## src/rtl/life_pkg.sv

```systemverilog
// Shared definitions for the Game of Life blocks: board geometry defaults,
// frame sync marker and the loader FSM state encoding.
package life_pkg;

    localparam int         N_ROWS_DEFAULT    = 8;
    localparam logic [7:0] SYNC_BYTE_DEFAULT = 8'hA5;

    typedef enum logic [1:0] {
        ST_IDLE    = 2'd0,
        ST_COLLECT = 2'd1,
        ST_COMMIT  = 2'd2
    } life_state_t;

    // Counter width able to hold 0..n-1, never narrower than one bit.
    function automatic int cnt_width(input int n);
        return (n > 1) ? $clog2(n) : 1;
    endfunction

endpackage

```

## src/rtl/life_timeout.sv

```systemverilog
// Saturating idle-cycle counter; expired flags the cycle on which the count
// sits at its limit while counting is enabled.
module life_timeout
    import life_pkg::*;
#(
    parameter int TIMEOUT_CYCLES = 1000
) (
    input  logic clk,
    input  logic rst,
    input  logic clear,
    input  logic enable,
    output logic expired
);

    localparam int            CW    = cnt_width(TIMEOUT_CYCLES);
    localparam logic [CW-1:0] LIMIT = CW'(TIMEOUT_CYCLES - 1);

    logic [CW-1:0] count_r;

    // Idle counter: cleared on demand, holds at the limit instead of wrapping.
    always_ff @(posedge clk) begin
        if (!rst) begin
            count_r <= {CW{1'b0}};
        end else if (clear) begin
            count_r <= {CW{1'b0}};
        end else if (enable && (count_r != LIMIT)) begin
            count_r <= count_r + CW'(1'b1);
        end else begin
            count_r <= count_r;
        end
    end

    assign expired = enable && (count_r == LIMIT);

endmodule

```

## src/rtl/life_pattern_loader.sv

```systemverilog
// Assembles sync-prefixed byte streams into a full board and hands it to the
// game core with a valid/ready handshake; stalled frames are dropped.
module life_pattern_loader
    import life_pkg::*;
#(
    parameter int         N_ROWS         = N_ROWS_DEFAULT,
    parameter logic [7:0] SYNC_BYTE      = SYNC_BYTE_DEFAULT,
    parameter int         TIMEOUT_CYCLES = 1000
) (
    input  logic                  clk,
    input  logic                  rst,
    input  logic [7:0]            in_data,
    input  logic                  in_valid,
    output logic                  in_ready,
    output logic [8*N_ROWS-1:0]   board,
    output logic                  board_valid,
    input  logic                  board_ready,
    output logic                  frame_err,
    output logic                  busy
);

    localparam int            RW       = cnt_width(N_ROWS);
    localparam logic [RW-1:0] LAST_ROW = RW'(N_ROWS - 1);

    life_state_t           state_r;
    life_state_t           state_nxt_s;
    logic [RW-1:0]         row_cnt_r;
    logic [RW-1:0]         row_cnt_nxt_s;
    logic [8*N_ROWS-1:0]   shadow_r;
    logic [8*N_ROWS-1:0]   shadow_nxt_s;
    logic [8*N_ROWS-1:0]   board_r;
    logic                  board_valid_r;
    logic                  frame_err_r;
    logic                  frame_err_nxt_s;
    logic                  busy_r;
    logic                  in_ready_s;
    logic                  accept_s;
    logic                  tmo_clear_s;
    logic                  tmo_enable_s;
    logic                  timeout_s;

    // Ready is forced low during reset so no byte slips in before the FSM is sane.
    assign in_ready_s   = rst && (state_r != ST_COMMIT);
    assign accept_s     = in_valid && in_ready_s;
    assign tmo_enable_s = (state_r == ST_COLLECT);
    assign tmo_clear_s  = !tmo_enable_s || accept_s;

    life_timeout #(
        .TIMEOUT_CYCLES (TIMEOUT_CYCLES)
    ) u_timeout (
        .clk     (clk),
        .rst     (rst),
        .clear   (tmo_clear_s),
        .enable  (tmo_enable_s),
        .expired (timeout_s)
    );

    // Next-state, row capture and drop detection; an accepted byte beats the timeout.
    always_comb begin
        state_nxt_s     = state_r;
        row_cnt_nxt_s   = row_cnt_r;
        shadow_nxt_s    = shadow_r;
        frame_err_nxt_s = 1'b0;
        case (state_r)
            ST_IDLE: begin
                if (accept_s && (in_data == SYNC_BYTE)) begin
                    state_nxt_s   = ST_COLLECT;
                    row_cnt_nxt_s = {RW{1'b0}};
                end else begin
                    state_nxt_s   = ST_IDLE;
                end
            end
            ST_COLLECT: begin
                if (accept_s) begin
                    shadow_nxt_s[8*int'(row_cnt_r) +: 8] = in_data;
                    if (row_cnt_r == LAST_ROW) begin
                        state_nxt_s   = ST_COMMIT;
                        row_cnt_nxt_s = {RW{1'b0}};
                    end else begin
                        row_cnt_nxt_s = row_cnt_r + RW'(1'b1);
                    end
                end else if (timeout_s) begin
                    state_nxt_s     = ST_IDLE;
                    row_cnt_nxt_s   = {RW{1'b0}};
                    frame_err_nxt_s = 1'b1;
                end else begin
                    state_nxt_s     = ST_COLLECT;
                end
            end
            ST_COMMIT: begin
                if (board_ready) begin
                    state_nxt_s = ST_IDLE;
                end else begin
                    state_nxt_s = ST_COMMIT;
                end
            end
            default: begin
                state_nxt_s   = ST_IDLE;
                row_cnt_nxt_s = {RW{1'b0}};
            end
        endcase
    end

    // State and output registers; board only reloads when a frame completes.
    always_ff @(posedge clk) begin
        if (!rst) begin
            state_r       <= ST_IDLE;
            row_cnt_r     <= {RW{1'b0}};
            shadow_r      <= {(8*N_ROWS){1'b0}};
            board_r       <= {(8*N_ROWS){1'b0}};
            board_valid_r <= 1'b0;
            frame_err_r   <= 1'b0;
            busy_r        <= 1'b0;
        end else begin
            state_r       <= state_nxt_s;
            row_cnt_r     <= row_cnt_nxt_s;
            shadow_r      <= shadow_nxt_s;
            board_valid_r <= (state_nxt_s == ST_COMMIT);
            frame_err_r   <= frame_err_nxt_s;
            busy_r        <= (state_nxt_s != ST_IDLE);
            if ((state_r == ST_COLLECT) && (state_nxt_s == ST_COMMIT)) begin
                board_r <= shadow_nxt_s;
            end else begin
                board_r <= board_r;
            end
        end
    end

    assign in_ready    = in_ready_s;
    assign board       = board_r;
    assign board_valid = board_valid_r;
    assign frame_err   = frame_err_r;
    assign busy        = busy_r;

endmodule

```

## config.mk

```make
export PLATFORM = sky130hd
export DESIGN_NAME = life_pattern_loader
export DESIGN_NICKNAME = d
export VERILOG_FILES = /design/src/rtl/life_pkg.sv /design/src/rtl/life_timeout.sv /design/src/rtl/life_pattern_loader.sv
export SDC_FILE = /design/constraint.sdc
export NUM_CORES = 1
export LEC_CHECK = 0
export BUFFER_PORTS_ARGS = -buffer_cell sky130_fd_sc_hd__buf_2
export CORE_ASPECT_RATIO = 1.2
export CORE_MARGIN = 2
export CORE_UTILIZATION = 62
export CTS_CLUSTER_SIZE = 28
export DETAILED_ROUTE_END_ITERATION = 12
export PLACE_DENSITY = 0.85
export SLEW_MARGIN = 20
export SYNTH_ARGS = -nofsm -noshare
export SYNTH_HDL_FRONTEND = slang
export SYNTH_HIERARCHICAL = 1
export SYNTH_SLANG_ARGS = --single-unit
```

## constraint.sdc

```tcl
create_clock -name clk -period 4.1 [get_ports clk]
set_clock_uncertainty 0.05 [all_clocks]
set_input_delay 0.41 -clock clk [delete_from_list [all_inputs] [get_ports clk]]
set_output_delay 0.41 -clock clk [all_outputs]
set_load 0.05 [all_outputs]
```

* Yosys cells after proc, flatten, opt, wreduce, memory -nomap -nowiden
Cells that the tools add are included.
** Operators by class
- Add/sub/neg operators :: 3
- Eq/ne operators :: 10
- Shift-type cells :: 2
- Multiplexer cells :: 15
- Bitwise gates (word level) :: 3
- Reduce and logical (&&, ||, !) cells :: 13
** Operators with widths (number)
- 64-bit 2-to-1 mux :: 2
- 64-bit bitwise mux :: 1
- 8-bit by 33-bit variable shift with 64-bit output (first input constant) :: 1
- 8-bit by 33-bit indexed part select with 64-bit output :: 1
- 6-bit negator with 33-bit output :: 1
- 3-bit 2-to-1 mux :: 4
- 10-bit by 1-bit adder with 10-bit output (second input constant) :: 1
- 10-bit == test (second input constant) :: 1
- 10-bit inequality test (second input constant) :: 1
- 3-bit case mux with 3 select lines :: 1
- 8-bit == test (second input constant) :: 1
- 1-bit logical AND :: 6
- 2-bit 2-to-1 mux :: 3
- 2-bit case mux with 3 select lines :: 1
- 2-bit == test (second input constant) :: 2
- 2-bit inequality test (second input constant) :: 2
- 3-bit by 1-bit adder with 3-bit output (second input constant) :: 1
- 3-bit == test (second input constant) :: 1
- 1-bit 2-to-1 mux :: 3
- 3-bit by 2-bit inequality test with 1-bit output (second input constant) :: 1
- 1-bit inverter :: 3
- 3-bit AND reduction :: 1
- 3-bit OR reduction :: 1
- 2-bit by 1-bit == test with 1-bit output (second input constant) :: 1
- other kinds (5) :: 5
** Word-level totals
- Bits in registers :: 146
- Bits of input ports :: 12
- Output and inout bits :: 68
- Word-level logic and storage cells :: 54

* Longest topological paths before layout
Gate-level depths: netlist (run 1).
- Depth in word-level cells :: 8
- Gate-level depth with buffers :: 11
- Gate-level depth less buffers :: 8

* Modules after synthesis
The synthesis (run 1) kept the hierarchy.
** Modules (own cells, without submodules)
- life_pattern_loader :: times used 1, cells each 591, area an instance 5576.6 um^2, seq. area each 2722.6 um^2
- life_timeout :: times used 1, cells each 65, area an instance 575.6 um^2, seq. area each 200.2 um^2

* Worst setup path after synthesis (run 1)
No wires, ideal clock.
- Path type :: input -> output
- Start point :: input rst
- End point :: output in_ready
- Data arrival time :: 1.941 ns
- Data required time :: 3.640 ns
- Setup slack :: 1.699 ns
- Stages on the path :: 3
- Path through :: buf_2 > clkbuf_1 > a21boi_0
** On the way
- Cells in the longest elaborated chain, start to end :: 1
** RTL lines
- from (decl) :: line life_pattern_loader.sv:11 : input logic rst,
- 1-bit logical AND :: line life_pattern_loader.sv:43 : assign in_ready_s = rst && (state_r != ST_COMMIT);
- to (decl) :: line life_pattern_loader.sv:14 : output logic in_ready,
No other way between the ends.

* Final worst setup path (run 1)
- Start point :: register row_cnt_r[0]
- End point :: register board_r[58] (netlist: board[58])
** On the way
- Cells in the longest elaborated chain, start to end :: 6
** RTL lines
- from (decl) :: line life_pattern_loader.sv:27 : logic [RW-1:0] row_cnt_r;
- from (signal assigned) :: line life_pattern_loader.sv:108 : row_cnt_r <= {RW{1'b0}};
- from (signal assigned) :: line life_pattern_loader.sv:116 : row_cnt_r <= row_cnt_nxt_s;
- branches (longest 6 deep; another with 6-bit negator with 33-bit output)
- to (signal assigned) :: line life_pattern_loader.sv:110 : board_r <= {(8*N_ROWS){1'b0}};
- to (signal assigned) :: line life_pattern_loader.sv:122 : board_r <= shadow_nxt_s;
- to (signal assigned) :: line life_pattern_loader.sv:124 : board_r <= board_r;
- to (decl) :: line life_pattern_loader.sv:31 : logic [8*N_ROWS-1:0] board_r;
Several ways; the timed one is not identified.
A chain may end at the register's enable or synchronous reset.

==> impl_results.md, run 1 <==
- Fmax: roughly 330 MHz
- Final hold violation count: 0
- Gr usage total: 0.281
- Hpwl dp: 8920 um
- RSZ-0062 raised after global routing: false
- Clk root buf: clkbuf_16
- Worst-path clk slew: ~60 ps
- Antenna viol nets, final: 0
- Slowest cell on crit path: dfxtp_1
- Final period utilization: 0.742
- Setup Fix Bufs, Post-CTS: 0
- Outcome: finished, final reports clean
- Die area: roughly 11000 um^2
- CP peak stage delay: between 700 and 800 ps
- Post-Synth Adder-Cell Area: 0.0163
- Total number of vias: roughly 5000
- Ordered list of cells on the worst path: inv_1 -> ha_1 -> ha_1 -> nand2b_1 -> or3_1 -> a21oi_1 -> a21oi_1
- Critical Path RT: about 4300 ps
- 1st-iter DRT viols: roughly 380
- Synthesized Nets: 676
- # clock sinks: about 150
- #FFs+latches synth: 146
- Drt pass-1 iters: 5
- Simple-gate share of the synthesized area: 0.204
- Commonest cells after routing, fill and taps aside: dfxtp_1 (146), buf_2 (79), o21ai_0 (70)
- Fillers: roughly 660
- First-pass GRT wire length: ~24000 um
- Post-synth ARST share: 0
- Die height: 113 um
- Nature of the critical path startpoint: flip-flop
- Ports: 80
- Max FO, Critical Path: 17
- Cell Area, Synth: approximately 6200 um^2
- Avg Inst Size Synth: between 9 and 10 um^2
- Fraction of layout cells with a size suffix above 1: 0.186
- # hold bufs at CTS: 0
- Nets: slightly above 700
- Ys Warns: 6
- Max IR drop VDD: 0.248 mV
- CTS buffer count: 17
- Post-DR vias/cell: about 6.1
- H-tree levels: 4
- Largest net degree at the start of global routing: between 100 and 150
- Clk_lat worst skew: ~420 ps
- XOR/XNOR Fraction of Synth Area: 0.00142
- Setup TNS Final: 0 ps
- Vias in the first global route: 4886
- Final setup fails: 0
- Multi-input logic area: 2940 um^2
- CTS resizes: 0
- Syn-to-layout area delta: 15.5%
- FF+latch area: around 2900 um^2
- Dominant synthesized flop cell: dfxtp_1
- Library cells used by synthesis: 56
- Commonest non-fill, non-tap cell in the layout: dfxtp_1
- Final worst slack: about 1100 ps
- Initial antenna violation count: 0
- Headroom to the max-slew limit: 0.294
- Die Width: between 90 and 100 um
- Worst Path Buf+Inv: 1
- Hold crit path type: input pin to flip-flop
- Synth Area in Compound Gates: 0.216
- Critical Path Sink Type: flip-flop
- Syn Inst Count: around 660
- CTS Buffer Depth: 2
- # DRC: 0
- Post-synth EDFFs: 0
- Core ar.: 9610 um^2
- Slew Limit Fails: 0
- Initial Util: 0.640
- Largest family of logic cells by synthesized area: compound AO/OA/AOI/OAI gates
- Aggregate global routing overflow: 0
- Total of max-cap violations: 0
- Arrival @ worst endpoint: between 3000 and 4000 ps
- Register area share after synthesis: 0.475
- Power Dens Cells: roughly 440 nW/um^2
- Number of port buffers: 79
- Worst slew pin tran: ~1100 ps
- Leakage: 2.75 nW
- CTS tree: built
- Mux contribution to synthesized area: 0.0407
- Final Critical Period: 3040 ps
- Antenna diodes: 0
- Delay-heaviest family, CP: simple AND/OR/NAND/NOR gates
- Routability Congestion: roughly 0.86
- WL/cell: 17.4 um
- Row cnt: 39
- Routed wire length: 14600 um
- Setup WS pre-CTS: between 1000 and 1500 ps
- Crit Path Category: flip-flop to flip-flop
-- worst reg2reg max path: stages (launching register included) --
cell and delay, ps:
dfxtp_1 730, inv_1 150, ha_1 270, ha_1 490
nand2b_1 290, or3_1 520, a21oi_1 300, a21oi_1 110
-- state kept, by name, summed over array words and instances, names as in the netlist --
register and flops:
board 64, busy 1, u_timeout/count_r 10, state_r 2, row_cnt_r 3, board_valid 1
frame_err 1, shadow_r 64
-- through the flow --
step / cell area (um^2) / utilization / hold WS (ps) / instances / power [mW]
2_1_floorplan: 6150 / - / 393 / 656 / 1.49
3_3_place_gp: 6450 / 0.671 / 404 / 808 / 1.51
3_5_place_dp: 6450 / 0.671 / 412 / 808 / 1.51
4_1_cts: 7080 / 0.737 / 286 / 838 / 3.14
5_1_grt: 7100 / 0.739 / 322 / 839 / 3.21
6_report: 7100 / 0.739 / 288 / 839 / 3.14
-- logic make-up after synthesis --
family                   Yosys count
AO/OA/AOI/OAI                    215
XOR/XNOR                           1
flip-flops                       146
multiplexers                      25
buffers and inverters             58
AND/OR/NAND/NOR                  203
adder cells (fa/ha/maj)            8
-- final timing paths --
| path | start | to | slack [ps] | depth (start not counted) |
|---|---|---|---|---|
| min | board_ready | board_valid$_SDFF_PN0_ | 290 | 4 |
| max reg2reg | row_cnt_r[0]$_SDFFE_PN0P_ | board[58]$_SDFFE_PN0P_ | 1060 | 7 |
| min reg2reg | shadow_r[19]$_SDFF_PN0_ | shadow_r[19]$_SDFF_PN0_ | 420 | 2 |
| max | row_cnt_r[0]$_SDFFE_PN0P_ | board[58]$_SDFFE_PN0P_ | 1060 | 7 |
-- Yosys cell counts, types with 5 or more instances --
| master | number | area (um^2) |
|---|---|---|
| a31oi_1 | 17 | 106 |
| buf_2 | 12 | 60.1 |
| or4_1 | 6 | 45.0 |
| nor2_1 | 12 | 45.0 |
| o21ai_0 | 70 | 350 |
| nor4_1 | 6 | 37.5 |
| a21boi_0 | 17 | 128 |
| nor2b_1 | 54 | 338 |
| nand2_1 | 56 | 210 |
| a21oi_1 | 61 | 305 |
| inv_1 | 6 | 22.5 |
| buf_4 | 5 | 37.5 |
| mux2i_1 | 25 | 250 |
| a22oi_2 | 6 | 75.1 |
| and2_1 | 5 | 31.3 |
| a22oi_1 | 26 | 195 |
| buf_6 | 5 | 56.3 |
| dfxtp_1 | 146 | 2920 |
| ha_1 | 8 | 100 |
| nand2b_1 | 6 | 37.5 |
| nand3_1 | 15 | 75.1 |
| clkbuf_1 | 27 | 101 |
-- area by class of cell --
cell class | count | area share
clock buffers | 20 | 0.0629
repair buffers | 82 | 0.0606
multi-input cells | 452 | 0.414
clock inverters | 10 | 0.0259
well taps | 123 | 0.0217
flip-flops and latches | 146 | 0.411
inverters | 6 | 0.00317
-- routing by layer --
metal	vias up	track usage	routed length, um
met4	0	0.140	482
met5	-	0	0
met2	167	0.470	7310
li1	2466	-	-
met3	41	0.0666	734
met1	2424	0.333	6050
-- where the power goes --
group / switching [mW] / total [mW] / internal, mW
clock network: 0.573 / 1.66 / 1.09
logic: 0.0427 / 0.0618 / 0.0191
registers: 0.0000544 / 1.42 / 1.42
Note: power is estimated with default switching activity, not from simulation.
==> run 2, diff against run 1 <==
Settings changed: CORE_UTILIZATION 62 to 52, PLACE_DENSITY 0.85 to 0.76.
Clock period 4.1 ns to 2.7 ns, I/O delays scaled along.
==> run 2 against run 1 <==
  * Sequential power up 52%
  * Critical endpoint is now board[59]$_SDFFE_PN0P_
  * Sequential share of layout area shrank 0.33 points
  * Critical path depth decreased by 1
  * Highest routed layer unchanged
  * Largest power group unchanged
  * Utilization shrank 12 points
  * Global-route usage decreased by 4.8 points
  * Combinational power increased by 53%
  * Register-to-register slack got worse by 780 ps
  * Critical path type unchanged
==> impl_results.md, run 2 (synthesis results as in run 1) <==
- Final setup fails: 0 (unchanged)
- Clock power frac: 0.510 (-0.018)
- Worst Path Buf+Inv: 1 (unchanged)
- Headroom to the max-slew limit: 0.614 (+0.320)
- Max FO, Critical Path: 11 (-6)
- Routability Congestion: 0.840 (-2.2%)
- Power Dens Cells: 641 nW/um^2 (+45%)
- Max IR drop VDD: 0.329 mV (+33%)
- Hold crit path type: input pin to flip-flop
- CTS buffer count: 17 (unchanged)
- Sw Pwr: 902 uW (+47%)
- Die height: 123 um (+8.9%)
- Hpwl dp: 9260 um (+3.9%)
- Ports: 80 (unchanged)
- WL/cell: 16.2 um (-6.7%)
- CTS Buffer Depth: 2 (unchanged)
- Comb power frac: 0.021 (about the same)
- R2R depth: 6 (-1)
- Hold_ws: 145 ps (-143 ps)
- Aggregate global routing overflow: 0 (unchanged)
- Outcome: finished, final reports clean
- Post-DR vias/cell: 5.67 (-6.7%)
- # clock sinks: 146 (unchanged)
- Number of port buffers: 79 (unchanged)
- # DRC: 0 (unchanged)
- Setup TNS Final: 0 ps (unchanged)
- Final Critical Period: 2420 ps (-620 ps)
- Nets: 733 (+1.1%)
- Slowest cell on crit path: dfxtp_1
- Setup WS pre-CTS: 289 ps (-819 ps)
- Seq pwr share: 0.469 (+0.017)
- Worst path depth: 6 (-1)
- Largest net degree at the start of global routing: 72 (-50%)
- Clk_lat worst skew: 420 ps (about the same)
- Die Width: 103 um (+8.8%)
- 1st-iter DRT viols: 290 (-24%)
- Setup Fix Bufs, Post-CTS: 0 (unchanged)
- Total number of vias: 4988 (-2.2%)
- Critical Path RT: 2950 ps (-1380 ps)
- Arrival @ worst endpoint: 2670 ps (-600 ps)
- Ordered list of cells on the worst path: inv_1 -> ha_1 -> nand2b_1 -> or3_1 -> a21oi_1 -> a21oi_1
- Switching Share: 0.196 (+0.000408)
- CP peak stage delay: 510 ps (-220 ps)
- Hold depth: 4 (unchanged)
- Worst slew pin tran: 575 ps (-483 ps)
- Int Power: 3.69 mW (+46%)
- Core ar.: 11600 um^2 (+20%)
- Routed wire length: 14300 um (-2.1%)
- Final hold violation count: 0 (unchanged)
- Delay-heaviest family, CP: simple AND/OR/NAND/NOR gates
- Commonest cells after routing, fill and taps aside: dfxtp_1 (146), buf_2 (78), o21ai_0 (70)
- H-tree levels: 4 (unchanged)
- Final worst slack: 277 ps (-780 ps)
- Most frequent cell on the critical path: a21oi_1
- CTS tree: built
- Initial Util: 0.532 (-0.108)
- Nature of the critical path startpoint: flip-flop
- First-pass GRT wire length: 22800 um (-3.7%)
- Worst-path clk slew: 60 ps (about the same)
- # hold bufs at CTS: 0 (unchanged)
- Slew Limit Fails: 0 (unchanged)
- Row cnt: 43 (+10%)
- Vias in the first global route: 4676 (-4.3%)
- Antenna diodes: 0 (unchanged)
- Fraction of layout cells with a size suffix above 1: 0.192 (+0.00650)
- Critical Path Sink Type: flip-flop
- CTS resizes: 0 (unchanged)
- Clk root buf: clkbuf_16
- Gr usage total: 0.232 (-0.0480)
- Crit Path Category: flip-flop to flip-flop
- Commonest non-fill, non-tap cell in the layout: dfxtp_1
- Antenna viol nets, final: 0 (unchanged)
- Fmax: 413 MHz (+26%)
- Placed cells: 851 (+5.3%)
- Syn-to-layout area delta: 16.4%
- Overall power: 4.59 mW (+46%)
- Initial antenna violation count: 0 (unchanged)
- RSZ-0062 raised after global routing: false
- Total of max-cap violations: 0 (unchanged)
- Die area: 12700 um^2 (+18%)
- Final period utilization: 0.897 (+0.155)
- Final Non-Filler Cells: 880 (+4.9%)
- Drt pass-1 iters: 5 (unchanged)
- Leakage: 2.78 nW (+1.1%)
-- run 2: metal layers --
layer | vias up | GRT usage | part of all wire
met1 | 2341 | 0.286 | 0.44
met2 | 127 | 0.384 | 0.50
met5 | - | 0 | 0
met3 | 30 | 0.0464 | 0.037
li1 | 2490 | - | -
met4 | 0 | 0.118 | 0.029
-- run 2: final cells by class --
| cell class | instances | area [um^2] |
|---|---|---|
| Clock buffer | 23 | 478 |
| Sequential cell | 146 | 2920 |
| Timing Repair Buffer | 90 | 493 |
| Tap cell | 157 | 196 |
| Fill cell | 992 | 4410 |
| Clock inverter | 6 | 105 |
| Inverter | 6 | 22.5 |
| Multi-Input combinational cell | 452 | 2940 |
-- run 2: worst paths after layout --
path	start	endpoint	slack (ps)
setup / recovery	row_cnt_r[2]$_SDFFE_PN0P_	board[59]$_SDFFE_PN0P_	280
hold / removal	board_ready	board_valid$_SDFF_PN0_	140
setup reg to reg	row_cnt_r[2]$_SDFFE_PN0P_	board[59]$_SDFFE_PN0P_	280
hold reg to reg	shadow_r[22]$_SDFF_PN0_	shadow_r[22]$_SDFF_PN0_	420
-- run 2: power by group through the flow --
stage	clock (mW)	combinational (mW)	sequential (mW)
2_1_floorplan	0	0.0593	2.20
3_3_place_gp	0	0.0920	2.20
3_5_place_dp	0	0.0938	2.20
4_1_cts	2.37	0.0944	2.15
5_1_grt	2.46	0.101	2.15
6_report	2.34	0.0945	2.16
-- run 2: stage by stage --
stage | instance area (um^2) | utilization
after floorplan | 6150 | -
after global placement | 6580 | 0.569
after detailed placement | 6580 | 0.569
after CTS | 7160 | 0.619
after global routing | 7160 | 0.619
final | 7160 | 0.619
-- run 2: worst reg2reg max path, stage by stage (launching register included) --
cell and delay, ps:
dfxtp_1 510, inv_1 110, ha_1 460, nand2b_1 260, or3_1 500, a21oi_1 290
a21oi_1 110
==> run 3, diff against run 2 <==
Settings changed: CORE_UTILIZATION 52 to 46, MAX_ROUTING_LAYER set to met4, PLACE_DENSITY 0.76 to 0.68.
==> run 3 against run 2 <==
  * Non-clock buffer count stayed put
  * Fmax decreased by 3.5%
  * Cell count grew 1.6%
  * Largest cell class unchanged
  * Highest routed layer unchanged
==> impl_results.md, run 3 (synthesis results as in run 1) <==
- Outcome: finished, final reports clean
- Antenna diodes: 0 (unchanged)
- Fraction of layout cells with a size suffix above 1: 0.198 (+0.00609)
- Core ar.: 13100 um^2 (+13%)
- CTS resizes: 0 (unchanged)
- Power Dens Cells: 620 nW/um^2 (-3.3%)
- Fmax: 398 MHz (-3.5%)
- RSZ-0062 raised after global routing: false
- Total number of vias: 4986 (-0.040%)
- # clock sinks: 146 (unchanged)
- Commonest non-fill, non-tap cell in the layout: dfxtp_1
- Final Critical Period: 2510 ps (+88.6 ps)
- Final period utilization: 0.930 (+0.0328)
- Placed Instance Area: 6600 um^2 (+0.40%)
- Final design utilization: 0.546 (-0.0735)
- Number of port buffers: 79 (unchanged)
- # hold bufs at CTS: 0 (unchanged)
- Commonest cells after routing, fill and taps aside: dfxtp_1 (146), buf_2 (78), o21ai_0 (70)
- CTS buffer count: 17 (unchanged)
- Crit Path Category: flip-flop to flip-flop
- Largest net degree at the start of global routing: 89 (+24%)
- Gr usage total: 0.215 (-0.0179)
- Nature of the critical path startpoint: flip-flop
- GR Util met2: 0.356 (-0.0285)
- Initial antenna violation count: 0 (unchanged)
- Aggregate global routing overflow: 0 (unchanged)
- Die height: 131 um (+6.1%)
- Vias in the first global route: 4609 (-1.4%)
- Critical Path RT: 2990 ps (+40 ps)
- Slew Limit Fails: 0 (unchanged)
- Syn-to-layout area delta: 16.4% (about the same)
- Total of max-cap violations: 0 (unchanged)
- Worst slew pin tran: 656 ps (+80.9 ps)
- Critical Path Sink Type: flip-flop
- Max FO, Critical Path: 13 (+2)
- Final hold violation count: 0 (unchanged)
- 1st-iter DRT viols: 343 (+18%)
- H-tree levels: 4 (unchanged)
- Setup Fix Bufs, Post-CTS: 0 (unchanged)
- Post-route cell area: 7160 um^2 (about the same)
- Routed wire length: 14500 um (+1.6%)
- Final Non-Filler Cells: 894 (+1.6%)
- Met1 Usage GRT: 0.260 (-0.0263)
- Hpwl dp: 9460 um (+2.1%)
- Overall power: 4.44 mW (-3.4%)
- Post-DR vias/cell: 5.58 (-1.6%)
- Drt pass-1 iters: 5 (unchanged)
- First-pass GRT wire length: 23300 um (+2.2%)
- Max IR drop VDD: 0.424 mV (+29%)
- CTS tree: built
- Most Crowded Layer GR: met2
- Arrival @ worst endpoint: 2800 ps (+130 ps)
- Clk_lat worst skew: 410 ps (about the same)
- Routability Congestion: 0.789 (-6.1%)
- Fillers: 1173 (+18%)
- Ports: 80 (unchanged)
- Initial Util: 0.469 (-0.0630)
- CTS Buffer Depth: 2 (unchanged)
- Die area: 14300 um^2 (+13%)
- Leakage: 2.75 nW (-1.0%)
- Final setup fails: 0 (unchanged)
- WL/cell: 16.2 um (about the same)
- Die Width: 110 um (+6.1%)
- Met3 Use GR: 0.0402 (-0.00618)
- Setup TNS Final: 0 ps (unchanged)
- Headroom to the max-slew limit: 0.563 (-0.0519)
- # DRC: 0 (unchanged)
- Worst-path clk slew: 60 ps (about the same)
- Row cnt: 46 (+7.0%)
- Hold crit path type: input pin to flip-flop
- Clk root buf: clkbuf_16
- Antenna viol nets, final: 0 (unchanged)
- Nets: 733 (unchanged)
- Placed cells: 862 (+1.3%)
## run 3: critical path, stage by stage, from the launching register on
cell and delay, ps:
dfxtp_1 540, inv_1 120, ha_1 470, nand2b_1 280
nand2b_2 320, or4_4 460, a31oi_1 190
## run 3: cell type report
class / count / area, um^2 / area share
multi-input combinational: 452 / 2940 / 0.411
inverter: 6 / 22.5 / 0.00315
sequential: 146 / 2920 / 0.408
timing repair buffer: 90 / 505 / 0.0706
tap: 168 / 210 / 0.0294
clock inverter: 13 / 113 / 0.0157
clock buffer: 19 / 443 / 0.0619
## run 3: stage by stage
stage | hold WS [ps] | setup slack, ps
after global routing | 200 | 37.6
after CTS | 134 | 220
after detailed placement | 413 | 243
final | 152 | 189
after global placement | 399 | 378
after floorplan | 367 | 311
## run 3: final timing paths
kind	slack, ps	depth (start not counted)	endpoint	start
worst max-delay path	190	6	board[48]$_SDFFE_PN0P_	row_cnt_r[2]$_SDFFE_PN0P_
worst min-delay path	150	4	state_r[1]$_SDFF_PN0_	board_ready
worst max register to register	190	6	board[48]$_SDFFE_PN0P_	row_cnt_r[2]$_SDFFE_PN0P_
worst min register to register	420	2	shadow_r[22]$_SDFF_PN0_	shadow_r[22]$_SDFF_PN0_
## run 3: layer usage
| metal | part of all wire | up-vias | wire, um |
|---|---|---|---|
| met3 | 0.038 | 20 | 556 |
| met1 | 0.43 | 2369 | 6180 |
| met5 | 0 | - | 0 |
| met4 | 0.021 | 0 | 302 |
| met2 | 0.51 | 117 | 7470 |
| li1 | - | 2480 | - |
## run 3: power by group
| group | total, mW | internal, mW | switching (mW) |
|---|---|---|---|
| sequential | 2.15 | 2.15 | 0.0000509 |
| combinational | 0.0948 | 0.0296 | 0.0652 |
| clock | 2.19 | 1.29 | 0.902 |
